$ cat src/rtl/bmp280_sample_sched_if.sv
// Avalon-MM register bus plus BMP280 reader handshake for the sample scheduler.
interface bmp280_sample_sched_if;
  logic [2:0]  address;
  logic        write;
  logic [31:0] writedata;
  logic [31:0] readdata;
  logic        meas_req;
  logic        meas_ack;
  logic        meas_done;
  logic [23:0] adc_p_in;
  logic [23:0] adc_t_in;
  logic        irq;

  modport slave (
    input  address, write, writedata, meas_ack, meas_done, adc_p_in, adc_t_in,
    output readdata, meas_req, irq
  );

  modport master (
    output address, write, writedata, meas_ack, meas_done, adc_p_in, adc_t_in,
    input  readdata, meas_req, irq
  );
endinterface

$ cat src/rtl/bmp280_sample_sched.sv
// Periodic / one-shot BMP280 sample scheduler with an Avalon-MM register file,
// request timeout and level interrupt.
module bmp280_sample_sched #(
  parameter int unsigned TIMEOUT_CYCLES = 1000000,
  parameter int unsigned DEFAULT_PERIOD = 50000000
) (
  input logic                   clk,
  input logic                   reset_n,
  bmp280_sample_sched_if.slave  bus
);

  typedef enum logic [1:0] {StIdle, StReq, StWait, StCapture} state_e;

  state_e      state_q, state_d;
  logic [31:0] pcnt_q, pcnt_d;
  logic [31:0] tcnt_q, tcnt_d;
  logic        enable_q, irq_en_q;
  logic [31:0] period_q;
  logic        data_valid_q, timeout_q;
  logic [23:0] adc_p_q, adc_t_q, hold_p_q, hold_t_q;
  logic [15:0] count_q;
  logic [31:0] readdata_q, readdata_d;
  logic        irq_q;

  logic        wr_ctrl, wr_period, wr_status, oneshot;
  logic [31:0] period_eff;
  logic        period_hit, tmo_hit, busy;
  logic        capture, timeout_set, done_take;

  assign wr_ctrl    = bus.write && (bus.address == 3'd0);
  assign wr_period  = bus.write && (bus.address == 3'd1);
  assign wr_status  = bus.write && (bus.address == 3'd2);
  assign oneshot    = wr_ctrl && bus.writedata[1];
  assign period_eff = (period_q == 32'd0) ? 32'd1 : period_q;
  assign period_hit = enable_q && (pcnt_q == period_eff - 32'd1);
  assign tmo_hit    = (tcnt_q == TIMEOUT_CYCLES - 1);
  assign busy       = (state_q != StIdle);
  assign done_take  = (state_q == StWait) && bus.meas_done && !tmo_hit;

  always_comb begin
    state_d     = state_q;
    pcnt_d      = pcnt_q;
    tcnt_d      = tcnt_q;
    capture     = 1'b0;
    timeout_set = 1'b0;
    unique case (state_q)
      StIdle: begin
        tcnt_d = '0;
        if (oneshot || period_hit) begin
          pcnt_d  = '0;
          state_d = StReq;
        end else if (enable_q) begin
          pcnt_d = pcnt_q + 32'd1;
        end else begin
          pcnt_d = '0;
        end
      end
      StReq: begin
        if (tmo_hit) begin
          timeout_set = 1'b1;
          state_d     = StIdle;
        end else begin
          tcnt_d = tcnt_q + 32'd1;
          if (bus.meas_ack) state_d = StWait;
        end
      end
      StWait: begin
        if (tmo_hit) begin
          timeout_set = 1'b1;
          state_d     = StIdle;
        end else begin
          tcnt_d = tcnt_q + 32'd1;
          if (bus.meas_done) state_d = StCapture;
        end
      end
      StCapture: begin
        capture = 1'b1;
        state_d = StIdle;
      end
      default: state_d = StIdle;
    endcase
    if (wr_period) pcnt_d = '0;
  end

  always_comb begin
    readdata_d = '0;
    case (bus.address)
      3'd0:    readdata_d = {29'd0, irq_en_q, 1'b0, enable_q};
      3'd1:    readdata_d = period_q;
      3'd2:    readdata_d = {29'd0, timeout_q, data_valid_q, busy};
      3'd3:    readdata_d = {8'd0, adc_p_q};
      3'd4:    readdata_d = {8'd0, adc_t_q};
      3'd5:    readdata_d = {16'd0, count_q};
      default: readdata_d = '0;
    endcase
  end

  always_ff @(posedge clk or negedge reset_n) begin
    if (!reset_n) begin
      state_q      <= StIdle;
      pcnt_q       <= '0;
      tcnt_q       <= '0;
      enable_q     <= 1'b0;
      irq_en_q     <= 1'b0;
      period_q     <= DEFAULT_PERIOD;
      data_valid_q <= 1'b0;
      timeout_q    <= 1'b0;
      adc_p_q      <= '0;
      adc_t_q      <= '0;
      hold_p_q     <= '0;
      hold_t_q     <= '0;
      count_q      <= '0;
      readdata_q   <= '0;
      irq_q        <= 1'b0;
    end else begin
      state_q    <= state_d;
      pcnt_q     <= pcnt_d;
      tcnt_q     <= tcnt_d;
      readdata_q <= readdata_d;
      irq_q      <= irq_en_q & (data_valid_q | timeout_q);
      if (wr_ctrl) begin
        enable_q <= bus.writedata[0];
        irq_en_q <= bus.writedata[2];
      end
      if (wr_period) period_q <= bus.writedata;
      if (done_take) begin
        hold_p_q <= bus.adc_p_in;
        hold_t_q <= bus.adc_t_in;
      end
      // Hardware set beats a same-cycle write-1-clear.
      if (capture) begin
        adc_p_q      <= hold_p_q;
        adc_t_q      <= hold_t_q;
        count_q      <= count_q + 16'd1;
        data_valid_q <= 1'b1;
      end else if (wr_status && bus.writedata[1]) begin
        data_valid_q <= 1'b0;
      end
      if (timeout_set) begin
        timeout_q <= 1'b1;
      end else if (wr_status && bus.writedata[2]) begin
        timeout_q <= 1'b0;
      end
    end
  end

  assign bus.readdata = readdata_q;
  assign bus.meas_req = (state_q == StReq);
  assign bus.irq      = irq_q;

endmodule

$ cat src/flat_wrapper.sv
// flat-port wrapper written by rule: the top's interface ports become plain ports
module bmp280_sample_sched_flat 
#(
  parameter int unsigned TIMEOUT_CYCLES = 1000000,
  parameter int unsigned DEFAULT_PERIOD = 50000000
)
  (clk, reset_n, bus_address, bus_write, bus_writedata, bus_meas_ack, bus_meas_done, bus_adc_p_in, bus_adc_t_in, bus_readdata, bus_meas_req, bus_irq);
  bmp280_sample_sched_if bus_i ();
  input logic clk;
  input logic reset_n;
  input wire logic [$bits(bus_i.address)-1:0] bus_address;
  input wire logic [$bits(bus_i.write)-1:0] bus_write;
  input wire logic [$bits(bus_i.writedata)-1:0] bus_writedata;
  input wire logic [$bits(bus_i.meas_ack)-1:0] bus_meas_ack;
  input wire logic [$bits(bus_i.meas_done)-1:0] bus_meas_done;
  input wire logic [$bits(bus_i.adc_p_in)-1:0] bus_adc_p_in;
  input wire logic [$bits(bus_i.adc_t_in)-1:0] bus_adc_t_in;
  output wire logic [$bits(bus_i.readdata)-1:0] bus_readdata;
  output wire logic [$bits(bus_i.meas_req)-1:0] bus_meas_req;
  output wire logic [$bits(bus_i.irq)-1:0] bus_irq;
  assign bus_i.address = bus_address;
  assign bus_i.write = bus_write;
  assign bus_i.writedata = bus_writedata;
  assign bus_i.meas_ack = bus_meas_ack;
  assign bus_i.meas_done = bus_meas_done;
  assign bus_i.adc_p_in = bus_adc_p_in;
  assign bus_i.adc_t_in = bus_adc_t_in;
  assign bus_readdata = bus_i.readdata;
  assign bus_meas_req = bus_i.meas_req;
  assign bus_irq = bus_i.irq;
  bmp280_sample_sched #(.TIMEOUT_CYCLES(TIMEOUT_CYCLES), .DEFAULT_PERIOD(DEFAULT_PERIOD)) u_core (.clk(clk), .reset_n(reset_n), .bus(bus_i));
endmodule
$ cat config.mk
export PLATFORM = sky130hd
export DESIGN_NAME = bmp280_sample_sched_flat
export DESIGN_NICKNAME = d
export VERILOG_FILES = /design/src/rtl/bmp280_sample_sched_if.sv /design/src/rtl/bmp280_sample_sched.sv /design/src/flat_wrapper.sv
export SDC_FILE = /design/constraint.sdc
export NUM_CORES = 1
export LEC_CHECK = 0
export CORE_ASPECT_RATIO = 1.1
export CORE_MARGIN = 2
export CORE_UTILIZATION = 35
export CTS_CLUSTER_SIZE = 25
export DETAILED_ROUTE_END_ITERATION = 10
export PLACE_DENSITY_LB_ADDON = 0.3
export SLEW_MARGIN = 20
export SYNTH_ARGS = -nofsm -noshare
export SYNTH_HDL_FRONTEND = slang
export SYNTH_SLANG_ARGS = --single-unit
$ cat constraint.sdc
create_clock -name clk -period 5.5 [get_ports clk]
set_input_delay 1.1 -clock clk [delete_from_list [all_inputs] [get_ports clk]]
set_output_delay 1.1 -clock clk [all_outputs]
set_load 0.005 [all_outputs]
==> flow_metrics.py, run 1 <==
metrics = {
    "placement": {
        "place_hpwl_mm": 23.43,
        "io_buffers": 121,
        "gp_congestion": 0.8955,
    },
    "floorplanning": {
        "die_height_um": 201.4,
        "initial_core_util_pct": 35.39,
        "io_pins": 122,
        "die_w_um": 183.5,
        "core_area_um2": 35040,
        "rows": 72,
        "die_area_um2": 36950,
    },
    "yosys": {
        "synth_area_um2": 12400,
        "synthCells": 1197,
        "synth_edf_count": 0,
        "synth_top_area_share_pct": 47.42,
        "synth_ff_type": "dfrtp_1",
        "yosys-top-cells-area": "dfrtp_1 (47%), mux2_2 (9.1%), nand2_1 (5.0%)",
        "synth-seq-cells": 247,
        "synth_cell_type_count": 72,
        "avgSynthCellArea_um2": 10.36,
        "yosysMostFrequentCell": "dfrtp_1",
        "ys.warnings.count": 0,
        "yosysTopAreaCell": "dfrtp_1",
        "yosysSeqAreaShare_pct": 49.96,
        "synth_nets": 1293,
        "ys_top_cells_by_count": "dfrtp_1 (235), nand2_1 (165), mux2_2 (100)",
        "ys_async_sr_fraction_pct": 100.0,
    },
    "cts": {
        "cts_sinks": 247,
        "postCtsSetupBuffers": 0,
        "clk_pin_slew_worst_paths_ps": 60,
        "cts_hold_buf": 0,
        "cts_root_buffer": "clkbuf_16",
        "htree_levels": 1,
        "cts_resized": 0,
        "clk_latency_ps": 550,
        "cts_buffers": 27,
        "cts_tree": "built",
        "clockBufferDepth": 3,
    },
    "sta": {
        "worst_pin_slew_ps": 984.7,
        "slew_headroom_pct": 34.36,
        "finalCritPeriodShare_pct": 91.33,
        "finalSetupViolCount": 0,
        "min_period_ps": 5023,
        "fmax_ghz": 0.1991,
        "rsz0062_at_grt": "false",
        "finalHoldViolCount": 0,
        "slew_violations": 0,
        "tns_ps": 0,
        "skew_ps": 22.81,
    },
    "worst_setup_path": {
        "path_class": "reg -> reg",
        "startpoint_type": "flop",
        "slowest_stage": "or4b_2",
        "cp_cell_sequence": "or3_1 -> or3_1 -> nor4_4 -> nor2_1 -> ha_1 -> or4b_2 -> or4_1 -> xnor2_1 -> a211o_1 -> nor4b_1 -> and4_1 -> nand4_2 -> buf_4 -> a22oi_2 -> o21ai_0",
        "path_delay_family": "simple AND/OR/NAND/NOR gates",
        "cp.required_ps": 5930,
        "cp_common_cell": "or3_1",
        "worstPathMaxFanout": 19,
        "max_stage_delay_ps": 730,
        "end_kind": "flop",
        "path_buf_inv": 1,
        "crit_arrival_ps": 5450,
    },
    "finish": {
        "final_nets": 1395,
        "finalCoreUtilization_pct": 42.82,
        "drive_gt1_share_pct": 15.76,
        "ff_latch_area_um2": 6196,
        "syn_to_final_growth_pct": 21.00,
        "multi_input_area_um2": 5824,
        "fillerInstances": 3354,
    },
    "global_routing": {
        "grt_first_pass_wirelength_mm": 52.76,
        "met1_usage_pct": 24.98,
        "use_met3_pct": 2.733,
        "grt_busiest_layer": "met2",
        "grt_max_degree": 122,
        "grt_usage_pct": 17.89,
        "antenna_found_initial": 2,
        "grt_pass1_vias": 9312,
        "overflow": 0,
        "use_met2_pct": 29.49,
    },
    "detailed_routing": {
        "vias_per_cell": 5.338,
        "avgRoutedWirePerCell_um": 18.77,
        "drt-total-wl_mm": 33.13,
        "post-route-drc-count": 0,
        "drt_iter0_markers": 684,
        "dr_total_vias": 9422,
        "antenna_left": 0,
        "firstDrtPassIters": 5,
    },
    "power_and_ir_drop": {
        "p_leak_uw": 0.006233,
        "power.density_nw_per_um2": 420.5,
        "peakVddDrop_v": 0.0002421,
    },
    "hold_path": {
        "hp-class": "reg -> reg",
    },
    "job": {
        "maxCapViolations": 0,
    },
    "run_status": {
        "outcome": "finished, final reports clean",
    },
}
per-stage QoR:
step | std cells | area, µm² | worst slack [ps] | hold WS, ps | power (µW)
finish | 1765 | 15000 | 477.0 | 466.0 | 6309
CTS | 1764 | 15000 | 499.7 | 459.0 | 6380
global route | 1764 | 15000 | 127.1 | 502.4 | 6663
detailed placement | 1714 | 14060 | 523.1 | 466.6 | 4432
floorplan | 1197 | 12400 | 1125 | 434.8 | 3812
global placement | 1714 | 14060 | 630.4 | 460.8 | 4392
cells in the final DEF, fill, tap and decap left out, drive strengths merged, types with 13 or more instances in the layout:
master           n
mux2i           46
a21oi           22
nor2            59
inv             27
clkdlybuf4s50  119
clkbuf          36
dfrtp          235
a31oi           19
nand2          165
buf             24
nor4            21
o22ai           17
and2            14
nand3           51
xnor2           50
and3            22
nor3            23
xor2            29
mux2           100
o21ai           55
or3             18
nand4           13
cells by family after synthesis:
kind of cell | Yosys count | share of synthesized area (%)
and+or+nand+nor | 445 | 18.16
DFF | 247 | 49.96
AOI/OAI and AO/OA | 176 | 9.575
muxes | 146 | 12.79
buffers and inverters | 96 | 3.118
xor gates and xnor gates | 79 | 5.580
adders and majority gates | 8 | 0.8072
registers in the layout, indices dropped and copies added, names as in the netlist, 2 cells and up:
name and cells:
u_core.bus.readdata 32, u_core.pcnt_q 32, u_core.period_q 32, u_core.tcnt_q 32, u_core.adc_p_q 24, u_core.adc_t_q 24, u_core.hold_p_q 24, u_core.hold_t_q 24
u_core.count_q 16, u_core.state_q 2
worst register-to-register path, stage by stage, from the launching register on:
cell and delay, ps:
dfstp_2 580, or3_1 200, or3_1 290, nor4_4 100, nor2_1 120, ha_1 270, or4b_2 730, or4_1 460
xnor2_1 160, a211o_1 270, nor4b_1 350, and4_1 270, nand4_2 440, buf_4 380, a22oi_2 200, o21ai_0 100
where the power goes:
part           switching [µW]  total (µW)  leakage [µW]  internal (µW)
clock network             773        1920      0.000457           1150
registers                 354        2690       0.00314           2330
logic                     828        1700       0.00263            873
area by class of cell:
class	instances	share of cell area (%)
flip-flops and latches	247	41.29
well taps	444	3.702
diodes	1	0.01668
clock buffers	36	4.995
clock inverters	14	1.268
repair buffers	143	9.256
multi-input cells	854	38.82
inverters	26	0.6504
worst paths after layout:
kind / start / to / slack (ps) / depth (start not counted)
setup reg to reg: u_core.period_q[19]$_DFFE_PN1P_ / u_core.state_q[1]$_DFFE_PN0P_ / 480 / 15
setup / recovery: u_core.period_q[19]$_DFFE_PN1P_ / u_core.state_q[1]$_DFFE_PN0P_ / 480 / 15
hold reg to reg: u_core.adc_t_q[2]$_DFFE_PN0P_ / u_core.bus.readdata[2]$_DFF_PN0_ / 470 / 2
max in group asynchronous: reset_n / u_core.period_q[25]$_DFFE_PN1P_ / 3780 / 2
hold / removal: u_core.adc_t_q[2]$_DFFE_PN0P_ / u_core.bus.readdata[2]$_DFF_PN0_ / 470 / 2
min in group asynchronous: reset_n / u_core.hold_t_q[8]$_DFFE_PN0P_ / 600 / 1
routing by layer:
metal  part of all wire, %  wire length, µm  up-vias
li1                      -                -     4490
met1                    45            14960     4665
met2                    48            15970      234
met3                   4.9             1627       33
met4                   1.7              575        0
met5                     0                0        -
Power figures use the tool's default switching activity.
==> run 2, diff against run 1 <==
--- a/config.mk
+++ b/config.mk
@@ -8,7 +8,7 @@
 export CORE_ASPECT_RATIO = 1.1
 export CORE_MARGIN = 2
 export CORE_UTILIZATION = 35
-export CTS_CLUSTER_SIZE = 25
+export CTS_CLUSTER_SIZE = 10
 export DETAILED_ROUTE_END_ITERATION = 10
 export PLACE_DENSITY_LB_ADDON = 0.3
 export SLEW_MARGIN = 20
==> flow_metrics.py, run 2 (synthesis gave the netlist of run 1 again) <==
metrics = {
    "detailed_routing": {
        "post-route-drc-count": 0,
        "drt_iter0_markers": 555,
        "antenna_left": 0,
        "drt-total-wl_mm": 33.07,
        "dr_total_vias": 9463,
        "firstDrtPassIters": 5,
        "avgRoutedWirePerCell_um": 18.71,
        "vias_per_cell": 5.352,
    },
    "global_routing": {
        "overflow": 0,
        "use_met3_pct": 2.878,
        "grt_busiest_layer": "met2",
        "grt_max_degree": 122,
        "grt_pass1_vias": 9411,
        "use_met2_pct": 28.94,
        "antenna_found_initial": 2,
        "grt_usage_pct": 17.89,
        "met1_usage_pct": 25.03,
        "grt_first_pass_wirelength_mm": 52.91,
    },
    "floorplanning": {
        "io_pins": 122,
        "core_area_um2": 35040,
        "rows": 72,
        "initial_core_util_pct": 35.39,
        "die_height_um": 201.4,
        "die_area_um2": 36950,
        "die_w_um": 183.5,
    },
    "finish": {
        "multi_input_area_um2": 5824,
        "final_cells": 1768,
        "most-common-layout-cells": "dfrtp_1 (235), nand2_1 (165), clkdlybuf4s50_1 (119), mux2_2 (100), nor2_1 (56)",
        "ff_latch_area_um2": 6196,
        "final_common_cell": "dfrtp_1",
        "drive_gt1_share_pct": 14.81,
        "final_nets": 1397,
        "fillerInstances": 3363,
        "syn_to_final_growth_pct": 20.37,
    },
    "cts": {
        "cts_root_buffer": "clkbuf_16",
        "clk_latency_ps": 560,
        "cts_tree": "built",
        "postCtsSetupBuffers": 0,
        "clockBufferDepth": 3,
        "clk_pin_slew_worst_paths_ps": 60,
        "cts_hold_buf": 0,
        "htree_levels": 1,
        "cts_buffers": 29,
        "cts_sinks": 247,
        "cts_resized": 0,
    },
    "worst_setup_path": {
        "reg2reg_depth": 15,
        "r2r_start": "u_core.period_q[19]$_DFFE_PN1P_",
        "crit_arrival_ps": 5490,
        "critPathCapture": "u_core.state_q[1]$_DFFE_PN0P_",
        "worst-r2r-setup-slack_ps": 440,
        "worstPathMaxFanout": 19,
        "crit_start": "u_core.period_q[19]$_DFFE_PN1P_",
        "end_kind": "flop",
        "slowest_stage": "or4b_2",
        "r2r-end": "u_core.state_q[1]$_DFFE_PN0P_",
        "startpoint_type": "flop",
        "path_class": "reg -> reg",
        "cp_cell_sequence": "or3_1 -> or3_1 -> nor4_4 -> nor2_1 -> ha_1 -> or4b_2 -> or4_1 -> xnor2_1 -> a211o_1 -> nor4b_1 -> and4_1 -> nand4_2 -> buf_4 -> a22oi_2 -> o21ai_0",
        "max_stage_delay_ps": 730,
        "cp_common_cell": "or3_1",
        "cp.required_ps": 5930,
    },
    "run_status": {
        "outcome": "finished, final reports clean",
    },
    "sta": {
        "finalCritPeriodShare_pct": 91.98,
        "min_period_ps": 5059,
        "finalSetupViolCount": 0,
        "fmax_ghz": 0.1977,
        "worst_pin_slew_ps": 954.8,
        "slew_headroom_pct": 36.35,
        "skew_ps": 12.26,
        "tns_ps": 0,
        "rsz0062_at_grt": "false",
        "slew_violations": 0,
        "finalHoldViolCount": 0,
    },
    "placement": {
        "dp.cells": 1714,
        "io_buffers": 121,
        "place_hpwl_mm": 23.43,
        "gp_congestion": 0.8955,
    },
    "job": {
        "maxCapViolations": 0,
    },
    "hold_path": {
        "holdPathStages": 2,
        "hp-class": "reg -> reg",
    },
    "power_and_ir_drop": {
        "peakVddDrop_v": 0.0002276,
        "power.density_nw_per_um2": 413.3,
        "p_leak_uw": 0.006189,
    },
}
run 2: through the flow:
stage | total power [µW] | instance area, µm² | worst slack, ps | hold slack [ps] | util [%]
finish | 6169 | 14930 | 441.2 | 473.8 | 42.60
global route | 6528 | 14920 | 113.5 | 509.7 | 42.59
CTS | 6235 | 14920 | 491.6 | 471.5 | 42.59
detailed placement | 4432 | 14060 | 523.1 | 466.6 | 40.13
global placement | 4392 | 14060 | 630.4 | 460.8 | 40.13
floorplan | 3812 | 12400 | 1125 | 434.8 | -
run 2: how the worst min path moves through the flow:
stage / startpoint / end / slack, ps
final: u_core.adc_t_q[2]$_DFFE_PN0P_ / u_core.bus.readdata[2]$_DFF_PN0_ / 470
after global routing: u_core.adc_t_q[17]$_DFFE_PN0P_ / u_core.bus.readdata[17]$_DFF_PN0_ / 510
after CTS: u_core.adc_t_q[2]$_DFFE_PN0P_ / u_core.bus.readdata[2]$_DFF_PN0_ / 470
after detailed placement: u_core.adc_t_q[2]$_DFFE_PN0P_ / u_core.bus.readdata[2]$_DFF_PN0_ / 470
after global placement: u_core.adc_t_q[2]$_DFFE_PN0P_ / u_core.bus.readdata[2]$_DFF_PN0_ / 460
after floorplan: u_core.adc_t_q[2]$_DFFE_PN0P_ / u_core.bus.readdata[2]$_DFF_PN0_ / 430
run 2: where the power goes:
part	internal, µW	switching (µW)	total (µW)
clock	1030	751	1780
sequential	2330	357	2690
combinational	873	827	1700
run 2: cell type report:
cell class	instances	share of cell area, %
sequential	247	41.51
multi-input combinational	854	39.02
timing repair buffer	143	9.304
clock buffer	52	5.641
tap	444	3.722
inverter	26	0.6538
clock inverter	1	0.1341
antenna	1	0.01676
run 2: critical path, delay by kind of cell, from the launching register on:
| kind | cells | cell delay (ps) |
|---|---|---|
| and+or+nand+nor | 9 | 2970 |
| AOI/OAI and AO/OA | 3 | 570 |
| adders and majority gates | 1 | 270 |
| DFF | 1 | 580 |
| xor gates and xnor gates | 1 | 160 |
| buffers and inverters | 1 | 370 |
run 2: per-layer routing:
metal	vias up	part of all wire, %
met3	42	4.2
met1	4724	46
met2	192	48
met4	0	2.2
met5	-	0
li1	4505	-
